[config.mk]
export PLATFORM = sky130hd
export DESIGN_NAME = cpu_bus_arbiter_flat
export DESIGN_NICKNAME = d
export VERILOG_FILES = /design/src/rtl/cpu_bus_arbiter_if.sv /design/src/rtl/cpu_bus_arbiter.sv /design/src/flat_wrapper.sv
export SDC_FILE = /design/constraint.sdc
export NUM_CORES = 1
export LEC_CHECK = 0
export ABC_AREA = 1
export CORE_MARGIN = 1
export CORE_UTILIZATION = 36
export CTS_CLUSTER_DIAMETER = 60
export DETAILED_ROUTE_END_ITERATION = 16
export GPL_TIMING_DRIVEN = 0
export PLACE_DENSITY_LB_ADDON = 0.15
export SLEW_MARGIN = 20
export SYNTH_ARGS = -nofsm -noshare
export SYNTH_HDL_FRONTEND = slang
export SYNTH_SLANG_ARGS = --single-unit
[constraint.sdc]
create_clock -name iCLK -period 1.5 [get_ports iCLK]
set_clock_uncertainty 0.15 [all_clocks]
set_input_delay 0.45 -clock iCLK [delete_from_list [all_inputs] [get_ports iCLK]]
set_output_delay 0.45 -clock iCLK [all_outputs]
set_load 0.01 [all_outputs]
[src/rtl/cpu_bus_arbiter_if.sv]
// Bus bundle between the requesting masters, the arbiter and the shared slave port.
// The arbiter uses modport slave; the surrounding masters and memory use modport master.
interface cpu_bus_arbiter_if #(
    parameter int NUM_MASTERS = 2,
    parameter int ADDR_W      = 32,
    parameter int DATA_W      = 32
);
    logic [NUM_MASTERS-1:0]          iMReadEnable;
    logic [NUM_MASTERS-1:0]          iMWriteEnable;
    logic [NUM_MASTERS*DATA_W/8-1:0] iMByteEnable;
    logic [NUM_MASTERS*DATA_W-1:0]   iMWriteData;
    logic [NUM_MASTERS*ADDR_W-1:0]   iMAddress;
    logic [DATA_W-1:0]               oMReadData;
    logic [NUM_MASTERS-1:0]          oMReady;
    logic [NUM_MASTERS-1:0]          oMError;
    logic [2:0]                      oGrant;
    logic                            oSReadEnable;
    logic                            oSWriteEnable;
    logic [DATA_W/8-1:0]             oSByteEnable;
    logic [DATA_W-1:0]               oSWriteData;
    logic [ADDR_W-1:0]               oSAddress;
    logic [DATA_W-1:0]               iSReadData;
    logic                            iSReady;

    modport slave (
        input  iMReadEnable, iMWriteEnable, iMByteEnable, iMWriteData, iMAddress,
        input  iSReadData, iSReady,
        output oMReadData, oMReady, oMError, oGrant,
        output oSReadEnable, oSWriteEnable, oSByteEnable, oSWriteData, oSAddress
    );

    modport master (
        output iMReadEnable, iMWriteEnable, iMByteEnable, iMWriteData, iMAddress,
        output iSReadData, iSReady,
        input  oMReadData, oMReady, oMError, oGrant,
        input  oSReadEnable, oSWriteEnable, oSByteEnable, oSWriteData, oSAddress
    );
endinterface

[src/rtl/cpu_bus_arbiter.sv]
// N-master arbiter onto one slave port: IDLE -> ACCESS -> RESP with a wait-state watchdog.
// Define ARB_ROUND_ROBIN_EN for round-robin arbitration; otherwise lowest index wins.
module cpu_bus_arbiter #(
    parameter int NUM_MASTERS = 2,
    parameter int ADDR_W      = 32,
    parameter int DATA_W      = 32,
    parameter int TIMEOUT     = 255
) (
    input logic              iCLK,
    input logic              iRST,
    cpu_bus_arbiter_if.slave bus
);
    localparam int BE_W = DATA_W / 8;

    typedef enum logic [1:0] {S_IDLE, S_ACCESS, S_RESP} state_t;

    state_t                 r_state;
    logic [2:0]             r_grant;
    logic                   r_srd;
    logic                   r_swr;
    logic [BE_W-1:0]        r_sbe;
    logic [DATA_W-1:0]      r_swdata;
    logic [ADDR_W-1:0]      r_saddr;
    logic [DATA_W-1:0]      r_rdata;
    logic [NUM_MASTERS-1:0] r_ready;
    logic [NUM_MASTERS-1:0] r_error;
    logic [7:0]             r_wait;

    logic [NUM_MASTERS-1:0] w_req;
    logic [NUM_MASTERS-1:0] w_rdsh;
    logic [NUM_MASTERS-1:0] w_wrsh;
    logic [NUM_MASTERS-1:0] w_onehot;
    logic [2:0]             w_start;
    logic [2:0]             w_win;
    logic                   w_any;
    logic                   w_rd;
    logic                   w_wr;
    logic [BE_W-1:0]        w_be;
    logic [DATA_W-1:0]      w_wdata;
    logic [ADDR_W-1:0]      w_addr;
    logic                   w_timeout;

`ifdef ARB_ROUND_ROBIN_EN
    logic [2:0] r_ptr;
    assign w_start = r_ptr;
`else
    assign w_start = 3'd0;
`endif

    // Walk the search order backwards so the first requester from start wins.
    function automatic logic [2:0] f_pick(input logic [NUM_MASTERS-1:0] req,
                                          input logic [2:0] start);
        int                     idx;
        logic [NUM_MASTERS-1:0] sh;
        logic [2:0]             win;
        win = 3'd0;
        for (int k = NUM_MASTERS - 1; k >= 0; k--) begin
            idx = (int'(start) + k) % NUM_MASTERS;
            sh  = req >> idx;
            if (sh[0]) win = idx[2:0];
        end
        return win;
    endfunction

    assign w_req     = bus.iMReadEnable | bus.iMWriteEnable;
    assign w_any     = |w_req;
    assign w_win     = f_pick(w_req, w_start);
    assign w_rdsh    = bus.iMReadEnable >> w_win;
    assign w_wrsh    = bus.iMWriteEnable >> w_win;
    assign w_rd      = w_rdsh[0];
    assign w_wr      = w_wrsh[0];
    assign w_be      = BE_W'(bus.iMByteEnable >> (int'(w_win) * BE_W));
    assign w_wdata   = DATA_W'(bus.iMWriteData >> (int'(w_win) * DATA_W));
    assign w_addr    = ADDR_W'(bus.iMAddress >> (int'(w_win) * ADDR_W));
    assign w_onehot  = NUM_MASTERS'(1) << r_grant;
    assign w_timeout = (TIMEOUT != 0) && (r_wait >= 8'(TIMEOUT));

    always_ff @(posedge iCLK) begin
        if (iRST) begin
            r_state  <= S_IDLE;
            r_grant  <= 3'd0;
            r_srd    <= 1'b0;
            r_swr    <= 1'b0;
            r_sbe    <= '0;
            r_swdata <= '0;
            r_saddr  <= '0;
            r_rdata  <= '0;
            r_ready  <= '0;
            r_error  <= '0;
            r_wait   <= 8'd0;
`ifdef ARB_ROUND_ROBIN_EN
            r_ptr    <= 3'd0;
`endif
        end else begin
            r_ready <= '0;
            r_error <= '0;
            case (r_state)
                S_IDLE: begin
                    if (w_any) begin
                        r_grant  <= w_win;
                        r_srd    <= w_rd & ~w_wr;
                        r_swr    <= w_wr;
                        r_sbe    <= w_be;
                        r_swdata <= w_wdata;
                        r_saddr  <= w_addr;
                        r_wait   <= 8'd0;
`ifdef ARB_ROUND_ROBIN_EN
                        r_ptr    <= 3'((int'(w_win) + 1) % NUM_MASTERS);
`endif
                        r_state  <= S_ACCESS;
                    end
                end
                S_ACCESS: begin
                    if (r_wait != 8'hFF) r_wait <= r_wait + 8'd1;
                    // Slave completion takes precedence over a watchdog expiring the same cycle.
                    if (bus.iSReady) begin
                        if (r_srd) r_rdata <= bus.iSReadData;
                        r_srd   <= 1'b0;
                        r_swr   <= 1'b0;
                        r_ready <= w_onehot;
                        r_state <= S_RESP;
                    end else if (w_timeout) begin
                        r_srd   <= 1'b0;
                        r_swr   <= 1'b0;
                        r_ready <= w_onehot;
                        r_error <= w_onehot;
                        r_state <= S_RESP;
                    end
                end
                S_RESP:  r_state <= S_IDLE;
                default: r_state <= S_IDLE;
            endcase
        end
    end

    assign bus.oMReadData    = r_rdata;
    assign bus.oMReady       = r_ready;
    assign bus.oMError       = r_error;
    assign bus.oGrant        = r_grant;
    assign bus.oSReadEnable  = r_srd;
    assign bus.oSWriteEnable = r_swr;
    assign bus.oSByteEnable  = r_sbe;
    assign bus.oSWriteData   = r_swdata;
    assign bus.oSAddress     = r_saddr;
endmodule
[src/flat_wrapper.sv]
// flat-port wrapper written by rule: the top's interface ports become plain ports
module cpu_bus_arbiter_flat 
#(
    parameter int NUM_MASTERS = 2,
    parameter int ADDR_W      = 32,
    parameter int DATA_W      = 32,
    parameter int TIMEOUT     = 255
)
  (iCLK, iRST, bus_iMReadEnable, bus_iMWriteEnable, bus_iMByteEnable, bus_iMWriteData, bus_iMAddress, bus_iSReadData, bus_iSReady, bus_oMReadData, bus_oMReady, bus_oMError, bus_oGrant, bus_oSReadEnable, bus_oSWriteEnable, bus_oSByteEnable, bus_oSWriteData, bus_oSAddress);
  cpu_bus_arbiter_if #(.NUM_MASTERS(NUM_MASTERS), .ADDR_W(ADDR_W), .DATA_W(DATA_W)) bus_i ();
  input logic iCLK;
  input logic iRST;
  input wire logic [$bits(bus_i.iMReadEnable)-1:0] bus_iMReadEnable;
  input wire logic [$bits(bus_i.iMWriteEnable)-1:0] bus_iMWriteEnable;
  input wire logic [$bits(bus_i.iMByteEnable)-1:0] bus_iMByteEnable;
  input wire logic [$bits(bus_i.iMWriteData)-1:0] bus_iMWriteData;
  input wire logic [$bits(bus_i.iMAddress)-1:0] bus_iMAddress;
  input wire logic [$bits(bus_i.iSReadData)-1:0] bus_iSReadData;
  input wire logic [$bits(bus_i.iSReady)-1:0] bus_iSReady;
  output wire logic [$bits(bus_i.oMReadData)-1:0] bus_oMReadData;
  output wire logic [$bits(bus_i.oMReady)-1:0] bus_oMReady;
  output wire logic [$bits(bus_i.oMError)-1:0] bus_oMError;
  output wire logic [$bits(bus_i.oGrant)-1:0] bus_oGrant;
  output wire logic [$bits(bus_i.oSReadEnable)-1:0] bus_oSReadEnable;
  output wire logic [$bits(bus_i.oSWriteEnable)-1:0] bus_oSWriteEnable;
  output wire logic [$bits(bus_i.oSByteEnable)-1:0] bus_oSByteEnable;
  output wire logic [$bits(bus_i.oSWriteData)-1:0] bus_oSWriteData;
  output wire logic [$bits(bus_i.oSAddress)-1:0] bus_oSAddress;
  assign bus_i.iMReadEnable = bus_iMReadEnable;
  assign bus_i.iMWriteEnable = bus_iMWriteEnable;
  assign bus_i.iMByteEnable = bus_iMByteEnable;
  assign bus_i.iMWriteData = bus_iMWriteData;
  assign bus_i.iMAddress = bus_iMAddress;
  assign bus_i.iSReadData = bus_iSReadData;
  assign bus_i.iSReady = bus_iSReady;
  assign bus_oMReadData = bus_i.oMReadData;
  assign bus_oMReady = bus_i.oMReady;
  assign bus_oMError = bus_i.oMError;
  assign bus_oGrant = bus_i.oGrant;
  assign bus_oSReadEnable = bus_i.oSReadEnable;
  assign bus_oSWriteEnable = bus_i.oSWriteEnable;
  assign bus_oSByteEnable = bus_i.oSByteEnable;
  assign bus_oSWriteData = bus_i.oSWriteData;
  assign bus_oSAddress = bus_i.oSAddress;
  cpu_bus_arbiter #(.NUM_MASTERS(NUM_MASTERS), .ADDR_W(ADDR_W), .DATA_W(DATA_W), .TIMEOUT(TIMEOUT)) u_core (.iCLK(iCLK), .iRST(iRST), .bus(bus_i));
endmodule
==> results by group <==
Global route
  – First-pass GRT wire length: between 20,000 and 30,000 um
  – Overall Global Routing Usage: 23.1%
  – Largest net degree at the start of global routing: 17
  – Number of global-route vias before repair: 5,490
  – Initial antenna violation count: 0
  – GRT Residual Overflow: 0

STA
  – Final Hold Vio Count: 0
  – Period minus WS final: roughly 1500 ps
  – Fin crit share: a little under 100%
  – Max Slew Vio Count: 0
  – Max Freq: ~670 MHz
  – Worst rel slew slack: ~60%
  – RSZ-0062 raised after global routing: true
  – Final setup vio count: 0
  – Slew @ Worst Pin: ~620 ps
  – Setup TNS: 0 ps

Placement
  – Port bufs: 280
  – Placed Cells: 1,311
  – Post-DP Area: 0.00839 mm2
  – Placer congestion estimate: between 0.8 and 0.9
  – Detail Placement HPWL: ~13,000 um

Die
  – Total core area: around 0.015 mm2
  – Initial Util: between 30% and 40%
  – # IOs: 284
  – Die Y: 124 um
  – Die area: 0.0154 mm2
  – Die X: ~120 um
  – Cell row count: between 40 and 50

Synth
  – XOR/XNOR Fraction of Synth Area: 0%
  – Synth unique cells: 21
  – Post-synthesis compound-gate area fraction: 4.18%
  – Total number of yosys warnings: 0
  – Simple-gate share of the synthesized area: 40.8%
  – EDFF count, synth: 0
  – Largest family of logic cells by synthesized area: simple AND/OR/NAND/NOR gates
  – Ys async rst share: 0%
  – Avg Cell Area, Syn: 6.33 um2
  – Mapped Cells: ~850
  – Seq cells post-synth: ~120
  – Synth Flop Type: dfxtp_1
  – Mux cell area share after synthesis: 0%
  – Synth Area in Adders: less than 1%
  – Seq/Total Area, Yosys: ~44%
  – Synth Cell Area: roughly 0.0054 mm2

Clocking
  – Clock Latency Late Sink: between 400 and 500 ps
  – # H-tree levels: 4
  – Worst-case clock buffer depth: 2
  – Inserted Clock Buffers: 17
  – Sink Count: between 100 and 150
  – Clock-pin slew on the worst setup and hold paths: about 50 ps
  – Hold buffers post-CTS: 0
  – Root buffer cell: clkbuf_16
  – CTS tree: done

Setup path
  – Crit Path Max Fanout: 2
  – CP max-delay cell: dfxtp_4
  – Req. time, crit path: around 900 ps
  – CP startpoint: u_core.bus.oSWriteData[2]$_SDFFE_PP0P_
  – Worst path bufs/invs: 1
  – Critical Path End Type: output port
  – Worst-path cell chain: buf_6
  – CP top delay family: flip-flops
  – Critical path startpoint category: flop
  – Crit-path max cell delay: 360 ps
  – R2r setup slk: 30 ps
  – Critical path class: flop to output port
  – CP arrival: roughly 890 ps
  – Reg2reg start: u_core.r_wait[1]$_SDFFE_PP0P_

Power
  – Leak: around 4.7 nW
  – Worst vdd ir: approximately 0.00081 V
  – Total power: 10.4 mW
  – Cell Pwr Density: 1130 mW/mm2

Finish
  – # fillers: about 1,400
  – Inserted Diodes: 0
  – Final std cells w/o fill: about 1,400
  – Share of layout cells above drive strength 1: 26.0%
  – Final instance area: 0.00925 mm2
  – Final Util: between 60% and 70%
  – P&R area growth vs syn: 72.7%
  – Nets: between 1,000 and 1,500

Min path
  – Min-Delay Path Class: primary input to flop
  – Beginning of the worst hold path: bus_iMWriteEnable[0]

Route
  – Iteration-0 DRC Markers: ~250
  – Vias per cell: around 4.5
  – ANT nets after route: 0
  – Via Count: between 6,000 and 7,000
  – DRC: 0
  – Final wirelength: 18,100 um
  – WL/cell: 13.3 um
  – TritonRoute pass-1 iters: 4

Status
  – Outcome: finished clean

Job
  – Maxcap violations: 0
[routing by layer]
| layer | part of all wire (%) | vias up | global-route usage, % |
|---|---|---|---|
| li1 | - | 3194 | - |
| met1 | 39 | 2651 | 25.3 |
| met2 | 49 | 208 | 39.8 |
| met3 | 11 | 24 | 9.52 |
| met4 | 1.9 | 0 | 8.56 |
| met5 | 0 | - | 0 |
[report_power, final]
group          internal (mW)  switching, mW  total [mW]
sequential              3.45          0.180        3.64
clock                   2.82           1.38        4.20
combinational           1.35           1.26        2.61
total                   7.63           2.82        10.4
[layout make-up]
class / instances / area [um2] / area share (%)
plain buffers: 48 / 442 / 4.77
clock buffers: 24 / 502 / 5.42
clock inverters: 8 / 120 / 1.30
inverters: 87 / 339 / 3.67
multi-input cells: 594 / 2560 / 27.7
flip-flops and latches: 117 / 2450 / 26.4
well taps: 184 / 230 / 2.49
repair buffers: 293 / 2610 / 28.2
[worst paths after layout]
path / endpoint / depth (start not counted)
worst max-delay path: bus_oSWriteData[2] / 1
worst min-delay path: u_core.bus.oSReadEnable$_SDFFE_PP0P_ / 4
worst max register to register: u_core.r_wait[4]$_SDFFE_PP0P_ / 7
worst min register to register: u_core.bus.oMReadData[15]$_SDFFE_PP0P_ / 2
[timing repair]
item / CTS / global route
cloned: 0 / 2
resized for setup: 516 / 151
pin swaps: 3 / 8
buffers inserted: 5 / 7
setup endpoints to repair: 219 / 166
[cells in the mapped netlist, types with 2 or more instances]
cell | instances | area [um2]
nand4_1 | 2 | 12.5
inv_2 | 3 | 11.3
buf_2 | 12 | 60.1
nand2_1 | 234 | 878
nand2_2 | 3 | 18.8
a21oi_1 | 10 | 50.1
nand3_1 | 85 | 425
nor2_1 | 215 | 807
o21ai_0 | 33 | 165
dfxtp_1 | 117 | 2340
inv_1 | 83 | 312
buf_4 | 15 | 113
nor2_2 | 2 | 12.5
or2_2 | 2 | 12.5
nor3_1 | 2 | 10.0
clkbuf_1 | 23 | 86.3
[flip-flops by register name, summed over array words and instances, names as in the netlist, 2 cells and up]
signal / count
u_core.bus.oMError: 2
u_core.bus.oMReadData: 32
u_core.bus.oMReady: 2
u_core.bus.oSAddress: 32
u_core.bus.oSByteEnable: 4
u_core.bus.oSWriteData: 32
u_core.r_state: 2
u_core.r_wait: 8
[layout by cell type (no fill, tap or decap), types with 3 or more instances in the layout]
cell type / instances
nor2_1: 206
nor2_2: 8
clkdlybuf4s50_1: 169
bufinv_16: 3
dfxtp_2: 74
dfxtp_1: 40
buf_6: 38
clkbuf_8: 5
nand3_1: 81
o21ai_1: 3
o21ai_0: 30
clkbuf_2: 11
buf_4: 24
clkbuf_1: 12
nand2_4: 4
buf_12: 5
nand2_1: 227
clkbuf_4: 4
buf_8: 10
clkbuf_16: 18
nand2_2: 7
clkinv_2: 3
a21oi_1: 10
buf_2: 68
inv_1: 82
dfxtp_4: 3
nand3_2: 4
nor2_4: 3
[per-stage QoR]
| step | hold WS (ps) | setup slack (ps) |
|---|---|---|
| 4_1_cts | 311 | -18.5 |
| 5_1_grt | 335 | -11.3 |
| 6_report | 292 | 12.8 |
| 2_1_floorplan | 312 | -10.1 |
| 3_3_place_gp | 300 | -992 |
| 3_5_place_dp | 305 | -1040 |
[logic make-up after synthesis]
group / after synthesis
simple gates: 546
compound gates: 44
other cells: 1
fa+ha+maj: 1
flops: 117
buf+inv: 137
(Power assumes the default switching activity.)
